--- config.mk ---
export PLATFORM = sky130hd
export DESIGN_NAME = light_dance_sequencer
export DESIGN_NICKNAME = d
export VERILOG_FILES = /design/src/rtl/light_dance_sequencer_pkg.sv /design/src/rtl/ld_pattern_table.sv /design/src/rtl/light_dance_sequencer.sv
export SDC_FILE = /design/constraint.sdc
export NUM_CORES = 1
export LEC_CHECK = 0
export CAP_MARGIN = 5
export CORE_MARGIN = 2
export CORE_UTILIZATION = 45
export CTS_CLUSTER_DIAMETER = 40
export DETAILED_ROUTE_END_ITERATION = 6
export PLACE_DENSITY = 0.65
export RECOVER_POWER = 25
export SYNTH_ARGS = -nofsm -noshare
export SYNTH_HDL_FRONTEND = slang
export SYNTH_SLANG_ARGS = --single-unit
--- constraint.sdc ---
create_clock -name clk_i -period 4.9 [get_ports clk_i]
set_input_delay 0.98 -clock clk_i [delete_from_list [all_inputs] [get_ports clk_i]]
set_output_delay 0.98 -clock clk_i [all_outputs]
set_load 0.005 [all_outputs]
--- src/rtl/light_dance_sequencer_pkg.sv ---
// Shared types for the LightDance sequencer: FSM state encodings and serial-input modes.
package light_dance_sequencer_pkg;

    typedef enum logic [2:0] {
        StIdle,
        StClear,
        StLoad,
        StShift,
        StAdv,
        StDone
    } ld_state_e;

    typedef enum logic [1:0] {
        ModeZero = 2'b00,
        ModeOne  = 2'b01,
        ModeRot  = 2'b10,
        ModeTgl  = 2'b11
    } ld_mode_e;

    function automatic logic din_sel(input ld_mode_e mode, input logic msb, input logic tgl);
        logic d;
        unique case (mode)
            ModeZero: d = 1'b0;
            ModeOne:  d = 1'b1;
            ModeRot:  d = msb;
            ModeTgl:  d = tgl;
            default:  d = 1'b0;
        endcase
        return d;
    endfunction

endpackage

--- src/rtl/ld_pattern_table.sv ---
// Pattern table: NUM_PATTERNS entries of {mode, data}, synchronous write, combinational read,
// synchronous active-low clear.
module ld_pattern_table #(
    parameter int unsigned NUM_PATTERNS = 8,
    parameter int unsigned DATA_W       = 8,
    parameter int unsigned AW           = 3
) (
    input  logic              clk_i,
    input  logic              rst_ni,
    input  logic              we_i,
    input  logic [AW-1:0]     waddr_i,
    input  logic [DATA_W+1:0] wdata_i,
    input  logic [AW-1:0]     raddr_i,
    output logic [DATA_W+1:0] rdata_o
);

    logic [DATA_W+1:0] mem_q [NUM_PATTERNS];

    always_ff @(posedge clk_i) begin
        if (!rst_ni) begin
            for (int i = 0; i < int'(NUM_PATTERNS); i++) begin
                mem_q[i] <= '0;
            end
        end else if (we_i && (32'(waddr_i) < NUM_PATTERNS)) begin
            mem_q[waddr_i] <= wdata_i;
        end
    end

    // Out-of-range indices only exist for non-power-of-2 depths; they read as zero.
    always_comb begin
        rdata_o = '0;
        if (32'(raddr_i) < NUM_PATTERNS) begin
            rdata_o = mem_q[raddr_i];
        end
    end

endmodule

--- src/rtl/light_dance_sequencer.sv ---
// Steps through the pattern table driving LightDance: clear, then per entry one load followed by
// shift_len shift cycles with a mode-selected serial input; optionally loops.
module light_dance_sequencer
    import light_dance_sequencer_pkg::*;
#(
    parameter int unsigned NUM_PATTERNS = 8,
    parameter int unsigned DATA_W       = 8,
    parameter int unsigned CNT_W        = 8,
    localparam int unsigned AW          = (NUM_PATTERNS > 1) ? $clog2(NUM_PATTERNS) : 1
) (
    input  logic              clk_i,
    input  logic              arst_ni,
    input  logic              start_i,
    input  logic              stop_i,
    input  logic              loop_en_i,
    input  logic [AW-1:0]     seq_len_i,
    input  logic [CNT_W-1:0]  shift_len_i,
    input  logic              cfg_we_i,
    input  logic [AW-1:0]     cfg_addr_i,
    input  logic [DATA_W-1:0] cfg_data_i,
    input  logic [1:0]        cfg_mode_i,
    input  logic [DATA_W-1:0] ld_qdata_i,
    output logic              ld_arst_o,
    output logic              ld_load_o,
    output logic [DATA_W-1:0] ld_pdata_o,
    output logic              ld_din_o,
    output logic              busy_o,
    output logic              done_o,
    output logic [AW-1:0]     cur_idx_o
);

    localparam logic [AW-1:0] LastIdx = AW'(NUM_PATTERNS - 1);

    ld_state_e         state_q, state_d;
    logic [AW-1:0]     idx_q, idx_d;
    logic [AW-1:0]     last_q, last_d;
    logic [CNT_W-1:0]  len_q, len_d;
    logic [CNT_W-1:0]  cnt_q, cnt_d;
    logic              tgl_q, tgl_d;
    logic              abort;

    logic              ld_arst_q, ld_load_q, shift_q, busy_q, done_q;
    logic [DATA_W-1:0] ld_pdata_q;
    ld_mode_e          mode_q;
    logic [DATA_W+1:0] rd_entry;

    ld_pattern_table #(
        .NUM_PATTERNS(NUM_PATTERNS),
        .DATA_W      (DATA_W),
        .AW          (AW)
    ) u_table (
        .clk_i  (clk_i),
        .rst_ni (arst_ni),
        .we_i   (cfg_we_i),
        .waddr_i(cfg_addr_i),
        .wdata_i({cfg_mode_i, cfg_data_i}),
        .raddr_i(idx_d),
        .rdata_o(rd_entry)
    );

    assign abort = stop_i && (state_q != StIdle);

    always_comb begin
        state_d = state_q;
        idx_d   = idx_q;
        last_d  = last_q;
        len_d   = len_q;
        cnt_d   = cnt_q;
        tgl_d   = tgl_q;
        unique case (state_q)
            StIdle: begin
                if (start_i && !stop_i) begin
                    state_d = StClear;
                    idx_d   = '0;
                    last_d  = (32'(seq_len_i) > NUM_PATTERNS - 1) ? LastIdx : seq_len_i;
                    len_d   = shift_len_i;
                end
            end
            StClear: state_d = StLoad;
            StLoad: begin
                tgl_d = 1'b1;
                if (len_q != '0) begin
                    state_d = StShift;
                    cnt_d   = len_q - CNT_W'(1);
                end else begin
                    state_d = StAdv;
                end
            end
            StShift: begin
                tgl_d = ~tgl_q;
                if (cnt_q == '0) begin
                    state_d = StAdv;
                end else begin
                    cnt_d = cnt_q - CNT_W'(1);
                end
            end
            StAdv: begin
                if (idx_q != last_q) begin
                    idx_d   = idx_q + AW'(1);
                    state_d = StLoad;
                end else if (loop_en_i) begin
                    idx_d   = '0;
                    state_d = StLoad;
                end else begin
                    state_d = StDone;
                end
            end
            StDone:  state_d = StIdle;
            default: state_d = StIdle;
        endcase
        if (abort) begin
            state_d = StIdle;
        end
    end

    // Outputs are decoded from the next state so they line up with the state they belong to.
    always_ff @(posedge clk_i) begin
        if (!arst_ni) begin
            state_q    <= StIdle;
            idx_q      <= '0;
            last_q     <= '0;
            len_q      <= '0;
            cnt_q      <= '0;
            tgl_q      <= 1'b0;
            ld_arst_q  <= 1'b0;
            ld_load_q  <= 1'b0;
            ld_pdata_q <= '0;
            mode_q     <= ModeZero;
            shift_q    <= 1'b0;
            busy_q     <= 1'b0;
            done_q     <= 1'b0;
        end else begin
            state_q   <= state_d;
            idx_q     <= idx_d;
            last_q    <= last_d;
            len_q     <= len_d;
            cnt_q     <= cnt_d;
            tgl_q     <= tgl_d;
            ld_arst_q <= (state_d == StClear);
            ld_load_q <= (state_d == StLoad);
            shift_q   <= (state_d == StShift);
            busy_q    <= (state_d != StIdle);
            done_q    <= (state_d == StDone);
            if (state_d == StLoad) begin
                ld_pdata_q <= rd_entry[DATA_W-1:0];
                mode_q     <= ld_mode_e'(rd_entry[DATA_W +: 2]);
            end else if (abort) begin
                ld_pdata_q <= '0;
            end
        end
    end

    // Rotate taps qdata live so the feedback bit is the one LightDance shifts out this cycle.
    assign ld_din_o   = shift_q & din_sel(mode_q, ld_qdata_i[DATA_W-1], tgl_q);
    assign ld_arst_o  = ld_arst_q;
    assign ld_load_o  = ld_load_q;
    assign ld_pdata_o = ld_pdata_q;
    assign busy_o     = busy_q;
    assign done_o     = done_q;
    assign cur_idx_o  = idx_q;

endmodule
# [After elaboration in Yosys (flattened, before gate mapping)]
# Memory sizes are Yosys's and may differ from the RTL's.
# Index checks and enable logic that the tools add are counted.
[totals] ff_bits=41 ram_bits=80 input_bits=38 output_inout_bits=16 wordCells=72 memories=1
[mem_list] memory="u_table.mem_q" words=8 width=10 rd=1 rd_ports_with_merged_regs=0 write_ports=8 line="ld_pattern_table.sv:17" rtl="logic [DATA_W+1:0] mem_q [NUM_PATTERNS];"
[op_classes] add_sub_neg=3 n_eq_ne=14 muxes=25 bitwise=2 reduce_logical=14
[op_table] op="$mux 8" n=4
[op_table] op="$mux 3" n=10
[op_table] op="$pmux 8 s2" n=1
[op_table] op="$sub 8x1->8 const B" n=2
[op_table] op="$pmux 3 s5" n=1
[op_table] op="$eq 3x2->1 const B" n=4
[op_table] op="$mux 10" n=1
[op_table] op="$reduce_or 10->1" n=1
[op_table] op="$logic_not 8->1" n=1
[op_table] op="$reduce_bool 8->1" n=1
[op_table] op="$eq 3x1->1 const B" n=2
[op_table] op="$eq 3x3->1 const B" n=2
[op_table] op="$pmux 3 s2" n=1
[op_table] op="$reduce_bool 3->1" n=2
[op_table] op="$mux 1" n=5
[op_table] op="$eq 2x2->1 const B" n=2
[op_table] op="$ne 2x2->1 const B" n=2
[op_table] op="$pmux 1 s4" n=1
[op_table] op="$reduce_bool 2->1" n=2
[op_table] op="$add 3x1->3 const B" n=1
[op_table] op="$logic_not 3->1" n=1
[op_table] op="$ne 3x3->1" n=1
[op_table] op="$reduce_and 3->1" n=1
[op_table] op="$eq 2x1->1 const B" n=1
[op_table] op="other kinds (7)" n=8

# [Logic depth before layout (Yosys ltp)]
# Gate-level depths: netlist (run 1).
[logic_depth] ltp_word=7 ltp_mapped=10 ltp_nobuf=9

# [Hierarchy]
# From an unflattened synthesis (run 1), not the netlist that was laid out.
[hier_totals] hier_cells=462 area_unflattened_um2=5699.2
[modules_own_cells] module="ld_pattern_table" n_inst=1 cells_per_inst=236 area_per_inst_um2=3652.3 seq_area_each_um2=2402.3
[modules_own_cells] module="light_dance_sequencer" n_inst=1 cells_per_inst=226 area_per_inst_um2=2047.0 seq_area_each_um2=820.8

# [Least setup slack after synthesis (run 1)]
# Ideal clock, no wire load.
[synth_path] kind="input to register" startpoint="input stop_i" endpoint="register mode_q[0]" t_arrival_ps=2389 required_ps=4780 path_slack_ps=2391 path_stages=7 n_path_buf=2 cell_sequence="buf_4 > nor4_4 > nand2_1 > a32oi_2 > buf_6 > nand2_1 > o31a_1"
[synth_via] elab_chain_cells=6 word_cells_on_any_way=10
[synth_lines] element="start: declaration" line="light_dance_sequencer.sv:14" rtl="input logic stop_i,"
[synth_lines] element="branches (longest 6 deep; another with $mem_v2 8x10)"
[synth_lines] element="end signal: assignment" line="light_dance_sequencer.sv:128" rtl="mode_q <= ModeZero;"
[synth_lines] element="end signal: assignment" line="light_dance_sequencer.sv:146" rtl="mode_q <= ld_mode_e'(rd_entry[DATA_W +: 2]);"
[synth_lines] element="end: declaration" line="light_dance_sequencer.sv:44" rtl="ld_mode_e mode_q;"
# Several ways; the timed one is not identified.
# A chain may end at the register's enable or synchronous reset.

# [Worst setup path after layout (run 1)]
[layout_path] startpoint="input stop_i" endpoint="register ld_pdata_q[3] (netlist: ld_pdata_o[3])"
[layout_via] elab_chain_cells=7 word_cells_on_any_way=12
[layout_lines] element="branches (longest 7 deep; another with $mem_v2 8x10)"
[layout_lines] element="end signal: assignment" line="light_dance_sequencer.sv:145" rtl="ld_pdata_q <= rd_entry[DATA_W-1:0];"
[layout_lines] element="end: declaration" line="light_dance_sequencer.sv:43" rtl="logic [DATA_W-1:0] ld_pdata_q;"
# Several ways; the timed one is not identified.

==> run metrics, run 1 <==
worst setup path category=input port to flip-flop; Final Wtd Congestion=~0.84; Num CTS Buffers=17; most frequent cells in the layout=edfxtp_1, and2_1, nand2_1; Resized Gates After CTS=0; P per Cell Area=390 nW/µm²; Layout area overhead=21.3%; cts hold-fix bufs=0; FF/Latch Area=~3200 µm²; Arr. time, crit path=a little under 4 ns; Sink Count=about 120; final period utilization=0.731; Starting Density=0.461; Leak=0.00262 µW; Worst slew margin=0.227; Max FO, Critical Path=21; I/O pins=54; placed insts=between 700 and 800; Crit-path slowest cell=dlygate4sd3_1; Syn Area/Cell=approximately 11 µm²; distinct cell type count after synthesis=62; Max Freq=279 MHz; die height=between 100 and 150 µm; root buf cell=clkbuf_16; Hold WS=0.466 ns; TritonCTS clock tree=yes; Fillers=around 1100; GR Util All Layers=0.219; Synth Cell Area=roughly 5800 µm²; vias=approximately 4300; Worst Hold Class=flip-flop to flip-flop; Hold Path Stages=1; most common cell after layout, fill and taps aside=edfxtp_1; # Post-CTS Setup Buffers=0; main flop type after synthesis=edfxtp_1; Via-to-Cell Ratio=between 5 and 6; synthesized flop and latch total=between 100 and 150; worst-case clock buffer depth=2; flop-to-flop setup slack=about 1.8 ns; r2r startpoint=cur_idx_o[0]; Final Setup Violations=0; R2R Path End=ld_pdata_o[3]; chip width=between 100 and 150 µm; Worst Hold Launch=tgl_q; skew final=0.00745 ns; Worst setup EP type=flip-flop; proportion of layout cells with a drive suffix above 1=0.108; hold endpoint=tgl_q; largest net degree at the start of global routing=30; Mapped Cells=520; TNS Setup=0 ns; Post-Layout Cell Count=approximately 760; synth warn=0; post-route ant nets=0; first-pass GRT wire length=23000 µm; fin nets=just over 600; worst endpoint required time=5.21 ns; area of the multi-input gates=2420 µm²; Worst-Margin Slew=between 1 and 1.5 ns; die area=about 14000 µm²; Synth async-reset ratio=0; Seq/Total Area, Yosys=0.554; total detailed-routing wirelength=14600 µm; Post-synth EDFFs=80; site row count=41; worst path cell trace=dlygate4sd3_1 -> nor4_1 -> nand2_1 -> buf_4 -> a32o_1 -> a31oi_1 -> a22oi_1 -> a22o_1; syn nets=560; status=complete, but fails checks; final core utilization=0.559; critical path's largest stage delay=0.66 ns; max-slew violations=0; DRC viols=1; initial drt markers=between 300 and 400; failing checks=DRC; Reg2Reg Depth=6; Core ar.=between 10000 and 15000 µm²; post-layout min period=3.58 ns; global route overflow=0; total power=about 2700 µW; CP Launch Type=input port; initial antenna violation count=0; drt first pass iters=7; WL per Instance=just under 20 µm; register clock-pin slew on the reported worst setup and hold paths=0.05 ns; DPL Wire Length=around 9700 µm; n_diodes=0; unrepaired setup endpoints after global routing=false; worst skew pair latency=0.42 ns; H-tree depth=4; IO buf count=46; vias in the first global route=~4300; VDD IR max=258 µV; number of max-cap violations=0; final hold viol count=0
[routing by layer]
layer	vias up	global-route usage	wire, µm
met4	0	0.0889	333
met2	106	0.380	7430
met3	23	0.0543	531
li1	2047	-	-
met5	-	0	0
met1	2093	0.258	6280
[cell type report]
class | count | area share
clock buffer | 17 | 0.0603
multi-input combinational | 368 | 0.343
clock inverter | 15 | 0.0278
inverter | 6 | 0.00319
tap | 172 | 0.0305
sequential | 121 | 0.457
timing repair buffer | 59 | 0.0780
[through the flow]
step,setup slack [ns],area (µm²)
after floorplan,2.39,5820
after global placement,1.20,6460
after detailed placement,1.24,6460
after CTS,1.64,7090
after global routing,1.10,7060
final,1.32,7060
[worst max path at each step]
| stage | startpoint | endpoint | cells past startpoint |
|---|---|---|---|
| after floorplan | stop_i | mode_q[0] | 7 |
| after global placement | arst_ni | u_table.mem_q[1][6] | 4 |
| after detailed placement | arst_ni | u_table.mem_q[1][3] | 4 |
| after CTS | loop_en_i | ld_pdata_o[3] | 6 |
| after global routing | stop_i | ld_pdata_o[3] | 8 |
| final | stop_i | ld_pdata_o[3] | 8 |
[sequential cells by signal (all words and copies together) (netlist names)]
signal / cells
last_q: 3
ld_arst_o: 1
mode_q: 2
cur_idx_o: 3
u_table.mem_q: 80
tgl_q: 1
cnt_q: 8
ld_pdata_o: 8
shift_q: 1
done_o: 1
len_q: 8
busy_o: 1
ld_load_o: 1
state_q: 3
[critical path: cells and delay by family]
kind            cells  cell delay (ns)
buf+inv             2             0.93
compound gates      4             1.13
simple gates        2             0.83
[cells in the mapped netlist, types with 9 or more instances]
cell	number	area, µm²
a21oi_1	27	135
a22o_1	9	78.8
a22oi_1	10	75.1
a31oi_1	10	62.6
and2_1	84	526
clkbuf_1	12	45.0
dfxtp_1	41	821
edfxtp_1	80	2400
nand2_1	51	191
nand3_1	9	45.0
nor2_1	23	86.3
o21ai_0	18	90.1
[cells by family (layout without fill, tap and decap cells)]
group,count (synthesis),in the layout,synth area share
buffers and inverters,31,97,0.0273
AOI/OAI and AO/OA,130,130,0.165
adders and majority gates,2,2,0.00430
and+or+nand+nor,212,212,0.201
DFF,121,121,0.554
muxes,18,18,0.0335
xor gates and xnor gates,6,6,0.0148
[power breakdown]
group          switching [µW]  internal, µW
logic                     141           104
clock network             465           850
registers                36.5          1150
total                     642          2110
Power figures use the tool's default switching activity.
==> inputs of run 2 (changes only) <==
--- a/config.mk
+++ b/config.mk
@@ -10,7 +10,7 @@
 export CORE_UTILIZATION = 45
 export CTS_CLUSTER_DIAMETER = 40
 export DETAILED_ROUTE_END_ITERATION = 6
-export PLACE_DENSITY = 0.65
+export PLACE_DENSITY = 0.68
 export RECOVER_POWER = 25
 export SYNTH_ARGS = -nofsm -noshare
 export SYNTH_HDL_FRONTEND = slang
==> constraint.sdc (replaced) <==
create_clock -name clk_i -period 3.14 [get_ports clk_i]
set_input_delay 0.628 -clock clk_i [delete_from_list [all_inputs] [get_ports clk_i]]
set_output_delay 0.628 -clock clk_i [all_outputs]
set_load 0.005 [all_outputs]
==> run 2 against run 1 <==
Against the previous run:
- power rose by 52%
- critical path type is now flip-flop to flip-flop
- clock power rose by 45%
- utilization grew 0.79 points
- via count rose by 2.4%
- combinational power grew 61%
- register-to-register slack got worse by 1.3 ns
- non-clock buffer count increased by 15
- worst setup slack worse by 0.80 ns
- the flow now finishes without violations
- hold slack about the same
- first-iteration DRC count rose by 24%
==> run metrics, run 2 (synthesis results as in run 1) <==
cts hold-fix bufs=0; Worst-Margin Slew=around 0.75 ns; Logic pwr share=0.095; Num CTS Buffers=17; Layout area overhead=23.0%; site row count=41; global route overflow=0; H-tree depth=4; Seq pwr share=0.446; max-slew violations=0; worst setup margin=0.518 ns; Worst Hold Launch=cnt_q[0]; Hold Path Stages=2; first-pass GRT wire length=between 20000 and 25000 µm; Reg2Reg Depth=7; final period utilization=0.835; cell-internal power=approximately 3200 µW; chip width=~120 µm; Area after DPL=~6600 µm²; VDD IR max=around 420 µV; WL per Instance=between 15 and 20 µm; number of max-cap violations=0; Worst setup EP type=flip-flop; largest net degree at the start of global routing=24; Max FO, Critical Path=15; clock share of power=0.459; proportion of layout cells with a drive suffix above 1=0.123; Design Area, Final=7160 µm²; TritonCTS clock tree=yes; GR Layer Usage met3=0.0489; initial antenna violation count=0; fin nets=around 630; root buf cell=clkbuf_16; flop-to-flop setup slack=0.52 ns; Leak=roughly 0.0026 µW; Worst slew margin=0.500; # Post-CTS Setup Buffers=0; die height=about 120 µm; Arr. time, crit path=about 2.9 ns; Starting Density=0.461; r2r startpoint=state_q[2]; Most flops, register=u_table.mem_q; TNS Setup=0 ns; vias in the first global route=roughly 4400; n_diodes=0; switching share of power=0.231; DRC viols=0; worst setup path category=flip-flop to flip-flop; die area=roughly 14000 µm²; max reg flops=80; Final Setup Violations=0; CP Launch Type=flip-flop; Core ar.=roughly 13000 µm²; post-layout min period=between 2 and 3 ns; initial drt markers=461; drt first pass iters=5; register clock-pin slew on the reported worst setup and hold paths=around 0.060 ns; most common cell after layout, fill and taps aside=edfxtp_1; R2R Path End=ld_pdata_o[4]; total detailed-routing wirelength=13900 µm; GRT met1 Usage=0.245; GR Util All Layers=0.211; Max Freq=~380 MHz; setup slack at placement=0.247 ns; vias=4370; Resized Gates After CTS=0; Worst Hold Class=flip-flop to flip-flop; Psw=just under 1000 µW; Via-to-Cell Ratio=5.65; P per Cell Area=just under 600 nW/µm²; I/O pins=between 50 and 60; post-route ant nets=0; final hold viol count=0; IO buf count=46; worst skew pair latency=0.42 ns; unrepaired setup endpoints after global routing=false; status=finished, final reports clean; DPL Wire Length=9960 µm; hold endpoint=cnt_q[0]; Most Crowded Layer GR=met2; worst endpoint required time=approximately 3.4 ns; worst-case clock buffer depth=2; Sink Count=121; skew final=~0.011 ns; most frequent cells in the layout=edfxtp_1, and2_1, nand2_1; Final Wtd Congestion=about 0.83; met2 Resource Use GR=0.371
-- run 2: worst max-delay path by stage --
stage / from / end / slack (ns) / depth (start not counted)
3_3_place_gp: stop_i / ld_pdata_o[5] / 0.29 / 8
2_1_floorplan: state_q[2] / cnt_q[6] / 0.81 / 9
5_1_grt: state_q[2] / ld_pdata_o[2] / 0.34 / 7
4_1_cts: cur_idx_o[2] / ld_pdata_o[4] / 0.53 / 7
6_report: state_q[2] / ld_pdata_o[4] / 0.52 / 7
3_5_place_dp: stop_i / ld_pdata_o[3] / 0.25 / 8
-- run 2: critical path: stages, from the launching register on --
cell and delay [ns]:
dfxtp_1 0.64, nor3b_2 0.45, o31a_2 0.35, o211ai_4 0.19
buf_4 0.23, mux2_1 0.31, a32oi_1 0.20, nand3_1 0.12
-- run 2: routing by layer --
metal / wire length, µm / vias to the layer above
met2: 7210 / 139
li1: - / 2077
met5: 0 / -
met4: 275 / 0
met3: 705 / 25
met1: 5690 / 2129
-- run 2: stage by stage --
stage / util / cells / total power, µW / hold WS, ns
floorplan: - / 520 / 2110 / 0.431
global placement: 0.522 / 741 / 2270 / 0.456
detailed placement: 0.522 / 741 / 2290 / 0.461
CTS: 0.569 / 773 / 4200 / 0.469
global route: 0.567 / 773 / 4310 / 0.504
finish: 0.567 / 773 / 4170 / 0.466
-- run 2: power by group through the flow --
stage	Combinational, µW	Clock (µW)	Sequential [µW]
5_1_grt	433	2010	1870
3_5_place_dp	396	0	1890
2_1_floorplan	243	0	1870
4_1_cts	399	1940	1860
6_report	394	1920	1860
3_3_place_gp	385	0	1890
-- run 2: layout make-up --
class | count | area (µm²)
well taps | 172 | 215
clock inverters | 14 | 156
multi-input cells | 368 | 2450
clock buffers | 18 | 429
flip-flops and latches | 121 | 3220
fillers | 1094 | 5460
inverters | 6 | 22.5
repair buffers | 74 | 664
